--- config.mk ---
export PLATFORM = sky130hd
export DESIGN_NAME = fifo_push_arbiter
export DESIGN_NICKNAME = d
export VERILOG_FILES = /design/src/rtl/fifo_push_arbiter_pkg.sv /design/src/rtl/fifo_push_arbiter_rr_pick.sv /design/src/rtl/fifo_push_arbiter.sv
export SDC_FILE = /design/constraint.sdc
export NUM_CORES = 1
export LEC_CHECK = 0
export CAP_MARGIN = 0
export CELL_PAD_IN_SITES_DETAIL_PLACEMENT = 0
export CELL_PAD_IN_SITES_GLOBAL_PLACEMENT = 1
export CORE_MARGIN = 5
export CORE_UTILIZATION = 15
export CTS_BUF_LIST = sky130_fd_sc_hd__clkbuf_8 sky130_fd_sc_hd__clkbuf_16
export CTS_CLUSTER_SIZE = 12
export DETAILED_ROUTE_END_ITERATION = 8
export MAX_ROUTING_LAYER = met4
export PLACE_DENSITY = 0.91
export SLEW_MARGIN = 40
export SYNTH_ARGS = -nofsm -noshare
export SYNTH_HDL_FRONTEND = slang
export SYNTH_HIERARCHICAL = 1
export SYNTH_SLANG_ARGS = --single-unit
--- constraint.sdc ---
create_clock -name clk -period 4.5 [get_ports clk]
set_clock_uncertainty 0.2 [all_clocks]
set_input_delay 0.9 -clock clk [delete_from_list [all_inputs] [get_ports clk]]
set_output_delay 0.9 -clock clk [all_outputs]
set_load 0.02 [all_outputs]
--- src/rtl/fifo_push_arbiter_pkg.sv ---
// ============================================================================
// fifo_arb_pkg
// Shared constants, beat type and helpers for the FIFO push arbiter family.
// Revision: 1.0
// ============================================================================
`default_nettype none

package fifo_arb_pkg;

  localparam int c_NUM_REQ_MIN = 2;
  localparam int c_NUM_REQ_MAX = 16;
  localparam int c_DATA_WIDTH  = 32;
  localparam int c_LAST_BIT    = c_DATA_WIDTH;

  // Default-width beat: payload plus end-of-packet flag in the top bit.
  typedef logic [c_LAST_BIT:0] beat_t;

  function automatic int idx_w(input int n);
    return (n > 1) ? $clog2(n) : 1;
  endfunction

  function automatic bit num_req_ok(input int n);
    return (n >= c_NUM_REQ_MIN) && (n <= c_NUM_REQ_MAX);
  endfunction

endpackage

`default_nettype wire

--- src/rtl/fifo_push_arbiter_rr_pick.sv ---
// ============================================================================
// rr_pick
// Combinational rotate-priority picker: first set request at or after i_start.
// Revision: 1.0
// ============================================================================
`default_nettype none

module rr_pick
  import fifo_arb_pkg::*;
#(
  parameter int N = 4,
  parameter int W = idx_w(N)
) (
  input  logic [N-1:0] i_req,
  input  logic [W-1:0] i_start,
  output logic [W-1:0] o_idx,
  output logic         o_any
);

  // Scanned from the far end so the nearest candidate is written last and wins.
  always_comb begin
    logic [W:0] cand;
    o_idx = i_start;
    o_any = 1'b0;
    cand  = '0;
    for (int k = N - 1; k >= 0; k--) begin
      cand = {1'b0, i_start} + (W+1)'(k);
      if (cand >= (W+1)'(N)) begin
        cand = cand - (W+1)'(N);
      end
      if (i_req[cand[W-1:0]]) begin
        o_idx = cand[W-1:0];
        o_any = 1'b1;
      end
    end
  end

endmodule

`default_nettype wire

--- src/rtl/fifo_push_arbiter.sv ---
// ============================================================================
// fifo_push_arbiter
// Round-robin sharing of one FIFO push port among NUM_REQ producers.
// Optional packet lock: define FIFO_ARB_PKT_LOCK_EN.
// Revision: 1.0
// ============================================================================
`default_nettype none

module fifo_push_arbiter
  import fifo_arb_pkg::*;
#(
  parameter  int NUM_REQ    = 4,
  parameter  int DATA_WIDTH = c_DATA_WIDTH,
  localparam int IDX_W      = idx_w(NUM_REQ)
) (
  input  logic                               clk,
  input  logic                               rst_n,
  input  logic [NUM_REQ-1:0]                 req_valid_i,
  input  logic [NUM_REQ-1:0][DATA_WIDTH:0]   req_data_i,
  output logic [NUM_REQ-1:0]                 req_grant_o,
  output logic                               fifo_push_valid_o,
  output logic [DATA_WIDTH:0]                fifo_push_data_o,
  input  logic                               fifo_push_grant_i,
  output logic [IDX_W-1:0]                   owner_o,
  output logic                               locked_o
);

  if (!num_req_ok(NUM_REQ)) begin : g_num_req_check
    $error("fifo_push_arbiter: NUM_REQ out of range");
  end

  logic [IDX_W-1:0] r_rr_ptr;
  logic [IDX_W-1:0] w_pick_idx;
  logic             w_pick_any;
  logic [IDX_W-1:0] w_winner;
  logic [IDX_W-1:0] w_ptr_next;
  logic [IDX_W:0]   w_ptr_inc;
  logic             w_acc;
  logic             w_release;

  rr_pick #(
    .N (NUM_REQ),
    .W (IDX_W)
  ) u_pick (
    .i_req   (req_valid_i),
    .i_start (r_rr_ptr),
    .o_idx   (w_pick_idx),
    .o_any   (w_pick_any)
  );

`ifdef FIFO_ARB_PKT_LOCK_EN
  logic             r_lock;
  logic [IDX_W-1:0] r_owner;

  // While locked, other producers' valids are ignored entirely.
  assign w_winner          = r_lock ? r_owner : w_pick_idx;
  assign fifo_push_valid_o = r_lock ? req_valid_i[r_owner] : w_pick_any;
  assign locked_o          = r_lock;
  assign w_release         = fifo_push_data_o[DATA_WIDTH];

  always_ff @(posedge clk or negedge rst_n) begin
    if (!rst_n) begin
      r_lock  <= 1'b0;
      r_owner <= '0;
    end else if (w_acc) begin
      r_lock <= ~w_release;
      if (!w_release) begin
        r_owner <= w_winner;
      end
    end
  end
`else
  assign w_winner          = w_pick_idx;
  assign fifo_push_valid_o = w_pick_any;
  assign locked_o          = 1'b0;
  assign w_release         = 1'b1;
`endif

  assign fifo_push_data_o = req_data_i[w_winner];
  assign owner_o          = w_winner;
  assign w_acc            = fifo_push_valid_o & fifo_push_grant_i;
  assign req_grant_o      = w_acc ? (NUM_REQ'(1) << w_winner) : '0;

  // Explicit wrap so non-power-of-two NUM_REQ never yields an out-of-range index.
  assign w_ptr_inc  = {1'b0, w_winner} + (IDX_W+1)'(1);
  assign w_ptr_next = (w_ptr_inc >= (IDX_W+1)'(NUM_REQ)) ? '0 : w_ptr_inc[IDX_W-1:0];

  always_ff @(posedge clk or negedge rst_n) begin
    if (!rst_n) begin
      r_rr_ptr <= '0;
    end else if (w_acc && w_release) begin
      r_rr_ptr <= w_ptr_next;
    end
  end

endmodule

`default_nettype wire
# Word level (Yosys, flattened, before mapping)
# Index checks and enable logic that the tools add are counted.
classes:
  add_sub_neg: 8
  n_lt_le_gt_ge: 10
  shifts: 1
  muxes: 24
  n_bitwise: 1
ops:
  columns: ["op", "count"]
  rows:
  - ["binary-select mux 33 bit (select 2 bit)", 1]
  - ["two-way mux 33 bit", 1]
  - ["two-way mux 2 bit", 9]
  - ["less-than comparator 2 x 3 -> 1 bit, second input constant", 5]
  - ["greater-or-equal comparator 3 bit, second input constant", 4]
  - ["binary-select mux 1 bit (select 2 bit)", 4]
  - ["two-way mux 1 bit", 8]
  - ["subtractor 2 x 1 -> 2 bit, second input constant", 4]
  - ["adder 2 x 1 -> 3 bit, second input constant", 2]
  - ["adder 2 x 2 -> 3 bit, second input constant", 2]
  - ["two-way mux 4 bit", 1]
  - ["left shift 1 x 2 -> 4 bit, first input constant", 1]
  - ["greater-or-equal comparator 2 x 3 -> 1 bit, second input constant", 1]
  - ["bitwise AND 1 bit", 1]
word_totals:
  regBits: 2
  input_bits: 139
  out_inout_bits: 41
  elab_cells: 45

# Longest topological paths before layout
# Gate-level depths: netlist of the first run.
logic_depth:
  word_depth: 12
  mapped_depth: 8

# Cells and area by module
# Netlist of the first run, hierarchy kept.
by_module_without_submodules:
  columns: ["module", "instances", "cells_per_inst", "area_each_um2", "seq_area_each_um2"]
  rows:
  - ["fifo_push_arbiter", 1, 59, 1027.2, 50.0]
  - ["rr_pick", 1, 16, 100.1, 0.0]

# Worst setup path before layout of the first run
# Ideal clock, no wire load.
synth_path:
  path_kind: "in2out"
  from: "input req_valid_i[0]"
  to: "output req_grant_o[1]"
  arrival_time_ns: 2.663
  setup_slack_ns: 0.737
  stages: 8
  n_path_buf: 2
  cell_sequence: "and2b_2 > or4_1 > nand2_1 > buf_2 > buf_2 > inv_1 > ha_1 > and3_1"
synth_between:
  elab_chain_cells: 8
  word_cells_on_any_way: 19
  classes_between: "shift: 1; mux: 17; bitwise: 1"
synth_rtl:
  columns: ["element", "line_no", "rtl"]
  rows:
  - ["start, declared", "fifo_push_arbiter.sv:18", "input logic [NUM_REQ-1:0] req_valid_i,"]
  - ["binary-select mux 1 bit (select 2 bit)", "fifo_push_arbiter_rr_pick.sv:31", "if (i_req[cand[W-1:0]]) begin"]
  - ["two-way mux 1 bit (implied by the code)", "fifo_push_arbiter_rr_pick.sv:31", null]
  - ["two-way mux 2 bit (3 in series)", "fifo_push_arbiter_rr_pick.sv:31", null]
  - ["two-way mux 2 bit (*)", "fifo_push_arbiter_rr_pick.sv:31", null]
  - ["named net owner_o[1]", "fifo_push_arbiter.sv:24", "output logic [IDX_W-1:0] owner_o,"]
  - ["left shift 1 x 2 -> 4 bit (*)", "fifo_push_arbiter.sv:82", "assign req_grant_o = w_acc ? (NUM_REQ'(1) << w_winner) : '0;"]
  - ["two-way mux 4 bit (*)", "fifo_push_arbiter.sv:82", null]
  - ["end, declared", "fifo_push_arbiter.sv:20", "output logic [NUM_REQ-1:0] req_grant_o,"]
# Mark *: on every way through the listed nets, which the timed path passes. The rest lies on a longest branch. The select of a mux whose other input is x is not followed.

# Final worst setup path of the first run
layout_path:
  from: "input req_valid_i[3]"
  to: "output req_grant_o[2]"
layout_between:
  elab_chain_cells: 8
  word_cells_on_any_way: 19
  classes_between: "shift: 1; mux: 17; bitwise: 1"
layout_rtl:
  columns: ["element", "line_no"]
  rows:
  - ["binary-select mux 1 bit (select 2 bit)", "fifo_push_arbiter_rr_pick.sv:31"]
  - ["two-way mux 1 bit (implied by the code)", "fifo_push_arbiter_rr_pick.sv:31"]
  - ["two-way mux 2 bit or two-way mux 1 bit (tied branches) (4 in series)", "fifo_push_arbiter_rr_pick.sv:31"]
  - ["left shift 1 x 2 -> 4 bit or bitwise AND 1 bit (tied branches)", "fifo_push_arbiter.sv:82, fifo_push_arbiter.sv:81"]
  - ["two-way mux 4 bit (*)", "fifo_push_arbiter.sv:82"]
# Mark *: on every way between the ends. The rest lies on a longest branch, timed or not. The select of a mux whose other input is x is not followed.

==> results of run 1 <==
[path summary, 6_finish.rpt]
path / start / to / slack, ns / cells past startpoint
setup / recovery: req_valid_i[3] / req_grant_o[2] / 0.21 / 10
hold / removal: r_rr_ptr[0] / r_rr_ptr[0] / 0.36 / 1
setup reg to reg: r_rr_ptr[0] / r_rr_ptr[1] / 2.16 / 7
hold reg to reg: r_rr_ptr[0] / r_rr_ptr[0] / 0.36 / 1
max in group asynchronous: rst_n / r_rr_ptr[1] / 3.33 / 1
min in group asynchronous: rst_n / r_rr_ptr[0] / 0.65 / 1
[power by group]
part | switching (W) | internal, W
clock | 0.0000156 | 0.0000567
sequential | 0.0000109 | 0.0000277
combinational | 0.000534 | 0.000673
[per-layer routing]
layer,wire length [microns],global-route usage [%]
met1,2360,13.3
met3,556,4.24
met5,0,-
met4,90,2.70
met2,3310,24.0
[what timing repair did]
item                       in CTS  in global routing
setup endpoints to repair      16                 24
hold endpoints to repair        0                  0
gates resized for setup        14                 24
[worst max-delay path, cell delays in order]
cell and delay (ns):
clkdlybuf4s50_1 0.54, and2b_2 0.24, o21ai_0 0.14, o221a_2 0.26, buf_12 0.20, buf_4 0.16
inv_1 0.06, ha_1 0.20, and3_1 0.17, dlygate4sd2_1 0.32
[per-stage QoR]
| stage | TNS [ns] | instances | area, sq um | power (W) | hold WS (ns) |
|---|---|---|---|---|---|
| after floorplan | 0 | 75 | 1130 | 0.000801 | 0.311 |
| after global placement | 0 | 348 | 3010 | 0.00131 | 0.364 |
| after detailed placement | -0.186 | 348 | 3010 | 0.00133 | 0.369 |
| after CTS | 0 | 351 | 3040 | 0.00137 | 0.375 |
| after global routing | 0 | 352 | 3100 | 0.00140 | 0.392 |
| final | 0 | 352 | 3100 | 0.00132 | 0.365 |
[logic make-up (layout without fill, tap and decap cells)]
| family | count (synthesis) | in the layout | synth area share (%) |
|---|---|---|---|
| buf+inv | 12 | 189 | 9.77 |
| flops | 2 | 2 | 4.44 |
| simple gates | 16 | 16 | 8.32 |
| compound gates | 5 | 5 | 3.11 |
| mux | 35 | 35 | 69.6 |
| fa+ha+maj | 4 | 4 | 4.44 |
| other cells | 1 | 2 | 0.333 |
[area by class of cell]
type,instances,share of cell area (%)
Inverter,3,0.363
Sequential cell,2,1.61
Tap cell,99,4.00
Clock buffer,3,1.33
Timing Repair Buffer,183,61.4
Antenna cell,1,0.0807
Multi-Input combinational cell,61,31.2
[cells in the final DEF (no fill, tap or decap)]
cell             netlist  final
clkdlybuf4s50_1        0    141
mux4_2                28     28
dlymetal6s2s_1         0     24
dlygate4sd2_1          0     13
mux4_1                 5      5
and3_1                 4      4
ha_1                   4      4
inv_1                  3      3
nor2_1                 3      3
nand2_1                3      3
clkbuf_8               0      3
buf_12                 3      3
mux2_2                 2      2
dfrtp_1                2      2
and2b_2                2      2
o21ai_0                2      2
diode_2                0      1
conb_1                 1      1
buf_6                  1      1
buf_4                  1      1
a21oi_1                1      1
a2bb2oi_1              1      1
and2b_1                1      1
o221a_2                1      1
and3b_1                1      1
nor3_1                 1      1
or4_1                  1      1
==> flow_results.xml, run 1 <==
<?xml version="1.0" encoding="UTF-8"?>
<metrics>
  <group name="layout">
    <metric name="largest_register_ffs" unit="">2</metric>
    <metric name="final_core_utilization" unit="%">42.5</metric>
    <metric name="final_layout_size_suffix_gt1_share" unit="%">16.3</metric>
    <metric name="area_growth_syn_to_layout" unit="%">175</metric>
    <metric name="sequential_cell_area" unit="sq um">50.0</metric>
    <metric name="fill_cells" unit="">721</metric>
    <metric name="multiInputGateArea" unit="sq um">967</metric>
    <metric name="layout_top_registers" unit="">r_rr_ptr x2</metric>
    <metric name="regMostFlops" unit="">r_rr_ptr</metric>
    <metric name="nNetsFinal" unit="">397</metric>
  </group>
  <group name="detailed_routing">
    <metric name="post_drt_wl_per_cell" unit="microns">17.9</metric>
    <metric name="drt-initial-drc-count" unit="">16</metric>
    <metric name="detailedRoute.firstPassIterationCount" unit="">4</metric>
    <metric name="detail-route-antenna-nets" unit="">0</metric>
    <metric name="vias_per_cell" unit="">4.30</metric>
    <metric name="route.detailed.drc" unit="">0</metric>
    <metric name="routed_wirelength" unit="microns">6320</metric>
    <metric name="vias" unit="">1514</metric>
  </group>
  <group name="global_route">
    <metric name="grt_usage" unit="%">13.0</metric>
    <metric name="maximum_number_of_pins_on_one_net_before_global_route_repair" unit="">23</metric>
    <metric name="gr-total-overflow" unit="">0</metric>
    <metric name="grt_first_pass_wirelength" unit="microns">9490</metric>
    <metric name="via_count_of_the_first_global_routing_pass" unit="">1731</metric>
    <metric name="grt_antenna_before_repair" unit="">1</metric>
  </group>
  <group name="timing">
    <metric name="grt_setup_unrepaired" unit="">false</metric>
    <metric name="finalCritPeriodShare" unit="%">95.3</metric>
    <metric name="slew_violations" unit="">0</metric>
    <metric name="hold_viol" unit="">0</metric>
    <metric name="final.setup.worst_slack" unit="ns">0.213</metric>
    <metric name="timing.final.crit_period" unit="ns">4.29</metric>
    <metric name="final-setup-viol-count" unit="">0</metric>
    <metric name="fmax" unit="MHz">233</metric>
  </group>
  <group name="synth">
    <metric name="post_synth.cell_area_avg" unit="sq um">15.0</metric>
    <metric name="yosys_register_bits" unit="">2</metric>
    <metric name="synth_top_cell_area_share" unit="%">55.9</metric>
    <metric name="synthesis.yosys.warnings" unit="">6</metric>
    <metric name="async_reset_ff_share" unit="%">100</metric>
    <metric name="synth_cells" unit="">75</metric>
    <metric name="yosys.cell_types.count" unit="">23</metric>
    <metric name="ys_dominant_reg_cell" unit="">dfrtp_1</metric>
    <metric name="proportion_of_synthesized_chip_area_in_sequential_cells" unit="%">4.44</metric>
    <metric name="yosys-top-cells-area" unit="">mux4_2 (56%), mux4_1 (12%), buf_12 (5.3%)</metric>
    <metric name="mappedNetlistArea" unit="sq um">1130</metric>
    <metric name="synth_most_common_cell" unit="">mux4_2</metric>
    <metric name="syn-num-nets" unit="">218</metric>
    <metric name="yosys.area.top_type" unit="">mux4_2</metric>
    <metric name="post_synth_edffs" unit="">0</metric>
    <metric name="synth.top_cells.by_count" unit="">mux4_2 (28), mux4_1 (5), and3_1 (4), buf_2 (4), ha_1 (4)</metric>
  </group>
  <group name="floorplan">
    <metric name="initial_utilization" unit="%">15.5</metric>
    <metric name="chipHeight" unit="microns">96.7</metric>
    <metric name="die_area" unit="sq um">9350</metric>
    <metric name="coreArea" unit="sq um">7290</metric>
    <metric name="num_io_pins" unit="">180</metric>
    <metric name="die_width" unit="microns">96.7</metric>
    <metric name="std_cell_rows" unit="">31</metric>
  </group>
  <group name="clock_network">
    <metric name="post_cts.repair.setup_buffers" unit="">0</metric>
    <metric name="clock-sinks" unit="">2</metric>
    <metric name="cts-htree-levels" unit="">1</metric>
    <metric name="cts-buffers-inserted" unit="">3</metric>
    <metric name="worstSkewPairLatency" unit="ns">0.21</metric>
    <metric name="clkSlewWorstSetupHoldPaths" unit="ns">0.03</metric>
    <metric name="cts-hold-fix-buffers" unit="">0</metric>
    <metric name="clock_tree_from_tritoncts" unit="">done</metric>
    <metric name="max-clock-path-buffers" unit="">2</metric>
    <metric name="clockRootBuffer" unit="">clkbuf_8</metric>
  </group>
  <group name="worst_setup_path">
    <metric name="setup.worst_path.end_class" unit="">primary output</metric>
    <metric name="path_max_fanout" unit="">19</metric>
    <metric name="worst_ep_required_time" unit="ns">3.40</metric>
    <metric name="worst-setup-path-type" unit="">input pin to primary output</metric>
    <metric name="worstSetupStartpointType" unit="">input pin</metric>
    <metric name="arrival" unit="ns">3.19</metric>
  </group>
  <group name="place">
    <metric name="gp_congestion" unit="">0.859</metric>
    <metric name="preCtsSetupSlack" unit="ns">-0.0475</metric>
    <metric name="buffer_ports.inserted" unit="">178</metric>
    <metric name="post-dp-hpwl" unit="microns">5600</metric>
  </group>
  <group name="pwr">
    <metric name="static_leakage" unit="nW">1.38</metric>
    <metric name="ir_drop" unit="V">0.000330</metric>
    <metric name="pwr_density_cell" unit="nW/um^2">425</metric>
  </group>
  <group name="flow_run">
    <metric name="max_cap_viol_count" unit="">0</metric>
  </group>
  <group name="status">
    <metric name="run_status" unit="">finished clean</metric>
  </group>
  <group name="hold_path">
    <metric name="hold_class" unit="">flip-flop to flip-flop</metric>
  </group>
</metrics>
Note: power is estimated with default switching activity, not from simulation.
==> inputs of run 2 (changes only) <==
Settings changed: PLACE_DENSITY 0.91 to default, PLACE_DENSITY_LB_ADDON from default to 0.15.
==> run 2 against run 1 <==
Wire length shrank 1.4%; fmax shrank 2.3%; final area grew 1.0%; sequential power shrank 2%; sequential cell count is the same; setup slack lost 0.10 ns; sequential share of layout area is essentially flat; via count shrank 0.86%; register-to-register slack gained 0.03 ns; cell count shrank 0.28%; clock power shrank 2%; worst hold slack is essentially flat.
==> flow_results.xml, run 2 (same netlist as run 1, synthesis figures left out) <==
<?xml version="1.0" encoding="UTF-8"?>
<metrics>
  <group name="worst_setup_path">
    <metric name="reg2reg_to" unit="">r_rr_ptr[1]</metric>
    <metric name="path_max_fanout" unit="">13</metric>
    <metric name="timing.critical_path.depth" unit="">8</metric>
    <metric name="worstPathCellList" unit="">clkdlybuf4s50_1, and2b_2, or4_1, nand2_2, buf_12, ha_1, and3_1, clkdlybuf4s50_1</metric>
    <metric name="cpMostUsedCell" unit="">clkdlybuf4s50_1</metric>
    <metric name="critical_path_top_delay_cell" unit="">clkdlybuf4s50_1</metric>
    <metric name="r2r_start" unit="">r_rr_ptr[0]</metric>
    <metric name="timing.critical_path.to" unit="">req_grant_o[3]</metric>
    <metric name="arrival" unit="ns">3.29</metric>
    <metric name="critical_path.max_stage_delay" unit="ns">0.61</metric>
    <metric name="worstSetupStartpoint" unit="">req_valid_i[0]</metric>
    <metric name="worstSetupStartpointType" unit="">input pin</metric>
    <metric name="worst-setup-path-type" unit="">input pin to primary output</metric>
    <metric name="r2r_cells" unit="">7</metric>
    <metric name="setup.worst_path.end_class" unit="">primary output</metric>
    <metric name="critPathBufInv" unit="">3</metric>
    <metric name="cpLargestDelayFamily" unit="">buffers and inverters</metric>
    <metric name="reg2reg_setup_slack" unit="ns">2.19</metric>
    <metric name="worst_ep_required_time" unit="ns">3.40</metric>
  </group>
  <group name="layout">
    <metric name="layout_common_cells" unit="">clkdlybuf4s50_1 (150), mux4_2 (28), dlymetal6s2s_1 (27)</metric>
    <metric name="multiInputGateArea" unit="sq um">970</metric>
    <metric name="final_common_cell" unit="">clkdlybuf4s50_1</metric>
    <metric name="regMostFlops" unit="">r_rr_ptr</metric>
    <metric name="fill_cells" unit="">704</metric>
    <metric name="sequential_cell_area" unit="sq um">50.0</metric>
    <metric name="nNetsFinal" unit="">397</metric>
    <metric name="final_core_utilization" unit="%">42.9</metric>
    <metric name="area_growth_syn_to_layout" unit="%">178</metric>
    <metric name="layout_top_registers" unit="">r_rr_ptr x2</metric>
    <metric name="n_antenna_cell" unit="">0</metric>
    <metric name="final_layout_size_suffix_gt1_share" unit="%">16.7</metric>
    <metric name="largest_register_ffs" unit="">2</metric>
  </group>
  <group name="clock_network">
    <metric name="cts-htree-levels" unit="">1</metric>
    <metric name="max-clock-path-buffers" unit="">2</metric>
    <metric name="cts-buffers-inserted" unit="">3</metric>
    <metric name="cts-hold-fix-buffers" unit="">0</metric>
    <metric name="worstSkewPairLatency" unit="ns">0.21</metric>
    <metric name="clock_tree_from_tritoncts" unit="">done</metric>
    <metric name="post_cts.resized_instances" unit="">1</metric>
    <metric name="clockRootBuffer" unit="">clkbuf_8</metric>
    <metric name="clock-sinks" unit="">2</metric>
    <metric name="post_cts.repair.setup_buffers" unit="">0</metric>
    <metric name="clkSlewWorstSetupHoldPaths" unit="ns">0.03</metric>
  </group>
  <group name="flow_run">
    <metric name="max_cap_viol_count" unit="">0</metric>
  </group>
  <group name="pwr">
    <metric name="static_leakage" unit="nW">1.40</metric>
    <metric name="ir_drop" unit="V">0.000293</metric>
    <metric name="pwr_density_cell" unit="nW/um^2">432</metric>
    <metric name="power.total" unit="W">0.00135</metric>
  </group>
  <group name="floorplan">
    <metric name="num_io_pins" unit="">180</metric>
    <metric name="die_area" unit="sq um">9350</metric>
    <metric name="die_width" unit="microns">96.7</metric>
    <metric name="initial_utilization" unit="%">15.5</metric>
    <metric name="coreArea" unit="sq um">7290</metric>
    <metric name="chipHeight" unit="microns">96.7</metric>
    <metric name="std_cell_rows" unit="">31</metric>
  </group>
  <group name="detailed_routing">
    <metric name="route.detailed.drc" unit="">0</metric>
    <metric name="detailedRoute.firstPassIterationCount" unit="">4</metric>
    <metric name="detail-route-antenna-nets" unit="">0</metric>
    <metric name="vias" unit="">1501</metric>
    <metric name="drt-initial-drc-count" unit="">26</metric>
    <metric name="routed_wirelength" unit="microns">6230</metric>
    <metric name="post_drt_wl_per_cell" unit="microns">17.7</metric>
    <metric name="vias_per_cell" unit="">4.28</metric>
  </group>
  <group name="status">
    <metric name="run_status" unit="">finished clean</metric>
  </group>
  <group name="timing">
    <metric name="final-setup-viol-count" unit="">0</metric>
    <metric name="timing.final.crit_period" unit="ns">4.39</metric>
    <metric name="hold_viol" unit="">0</metric>
    <metric name="finalCritPeriodShare" unit="%">97.5</metric>
    <metric name="grt_setup_unrepaired" unit="">false</metric>
    <metric name="slew_violations" unit="">0</metric>
    <metric name="fmax" unit="MHz">228</metric>
    <metric name="final.setup.worst_slack" unit="ns">0.114</metric>
  </group>
  <group name="global_route">
    <metric name="maximum_number_of_pins_on_one_net_before_global_route_repair" unit="">25</metric>
    <metric name="gr-total-overflow" unit="">0</metric>
    <metric name="grt_antenna_before_repair" unit="">0</metric>
    <metric name="via_count_of_the_first_global_routing_pass" unit="">1666</metric>
    <metric name="grt_first_pass_wirelength" unit="microns">9740</metric>
    <metric name="grt_usage" unit="%">13.2</metric>
  </group>
  <group name="place">
    <metric name="post-dp-hpwl" unit="microns">5500</metric>
    <metric name="gp_congestion" unit="">0.810</metric>
    <metric name="preCtsSetupSlack" unit="ns">-0.0144</metric>
    <metric name="buffer_ports.inserted" unit="">178</metric>
  </group>
  <group name="hold_path">
    <metric name="hold_class" unit="">flip-flop to flip-flop</metric>
  </group>
</metrics>
==> run 2: cell types whose count changed in the layout (fill, tap and decap cells not counted) <==
cell / change
nand2_1: -1
nand2_2: +1
dlygate4sd2_1: -12
clkdlybuf4s50_1: +9
diode_2: -1
dlymetal6s2s_1: +3
buf_6: -1
buf_12: +1
==> run 2: per-stage QoR <==
stage               hold slack [ns]  setup TNS, ns  instances  cell area [sq um]
CTS                           0.363              0        351               3060
global placement              0.369              0        348               3020
global route                  0.395              0        351               3130
floorplan                     0.311              0         75               1130
detailed placement            0.357        -0.0144        348               3020
finish                        0.365              0        351               3130
==> run 2: per-layer routing <==
layer | GRT usage, % | share of wire (%)
met5 | - | 0
met4 | 1.73 | 0.64
met3 | 3.38 | 7.3
met2 | 25.4 | 54
met1 | 13.8 | 38
==> run 2: area by class of cell <==
type                    instances  share of cell area [%]
repair buffers                183                    61.8
clock buffers                   3                    1.32
well taps                      99                    3.96
flip-flops and latches          2                    1.60
multi-input cells              61                    31.0
inverters                       3                   0.360
==> run 2: power breakdown <==
| group | total (W) | internal, W | leakage [nW] | switching (W) |
|---|---|---|---|---|
| Combinational | 0.00124 | 0.000708 | 1.36 | 0.000536 |
| Clock | 0.0000710 | 0.0000566 | 0.0216 | 0.0000144 |
| Sequential | 0.0000380 | 0.0000277 | 0.0236 | 0.0000103 |
==> run 2: worst reg2reg max path, stage by stage, from the launching register on <==
cell     delay, ns
dfrtp_1       0.37
and2b_2       0.22
or4_1         0.51
nand2_2       0.13
buf_12        0.15
inv_1         0.06
ha_1          0.28
mux2_2        0.26
==> run 2: worst min path at each step <==
stage | from | cells after the start | endpoint
global route | r_rr_ptr[0] | 1 | r_rr_ptr[0]
floorplan | r_rr_ptr[0] | 1 | r_rr_ptr[0]
finish | r_rr_ptr[0] | 1 | r_rr_ptr[0]
CTS | r_rr_ptr[0] | 1 | r_rr_ptr[0]
detailed placement | r_rr_ptr[0] | 1 | r_rr_ptr[0]
global placement | r_rr_ptr[0] | 1 | r_rr_ptr[0]
==> inputs of run 3 (changes only) <==
Settings changed: GPL_ROUTABILITY_DRIVEN from default to 0.
==> results of run 3 <==
The final DEF is identical to that of run 2; final timing and power are the same.
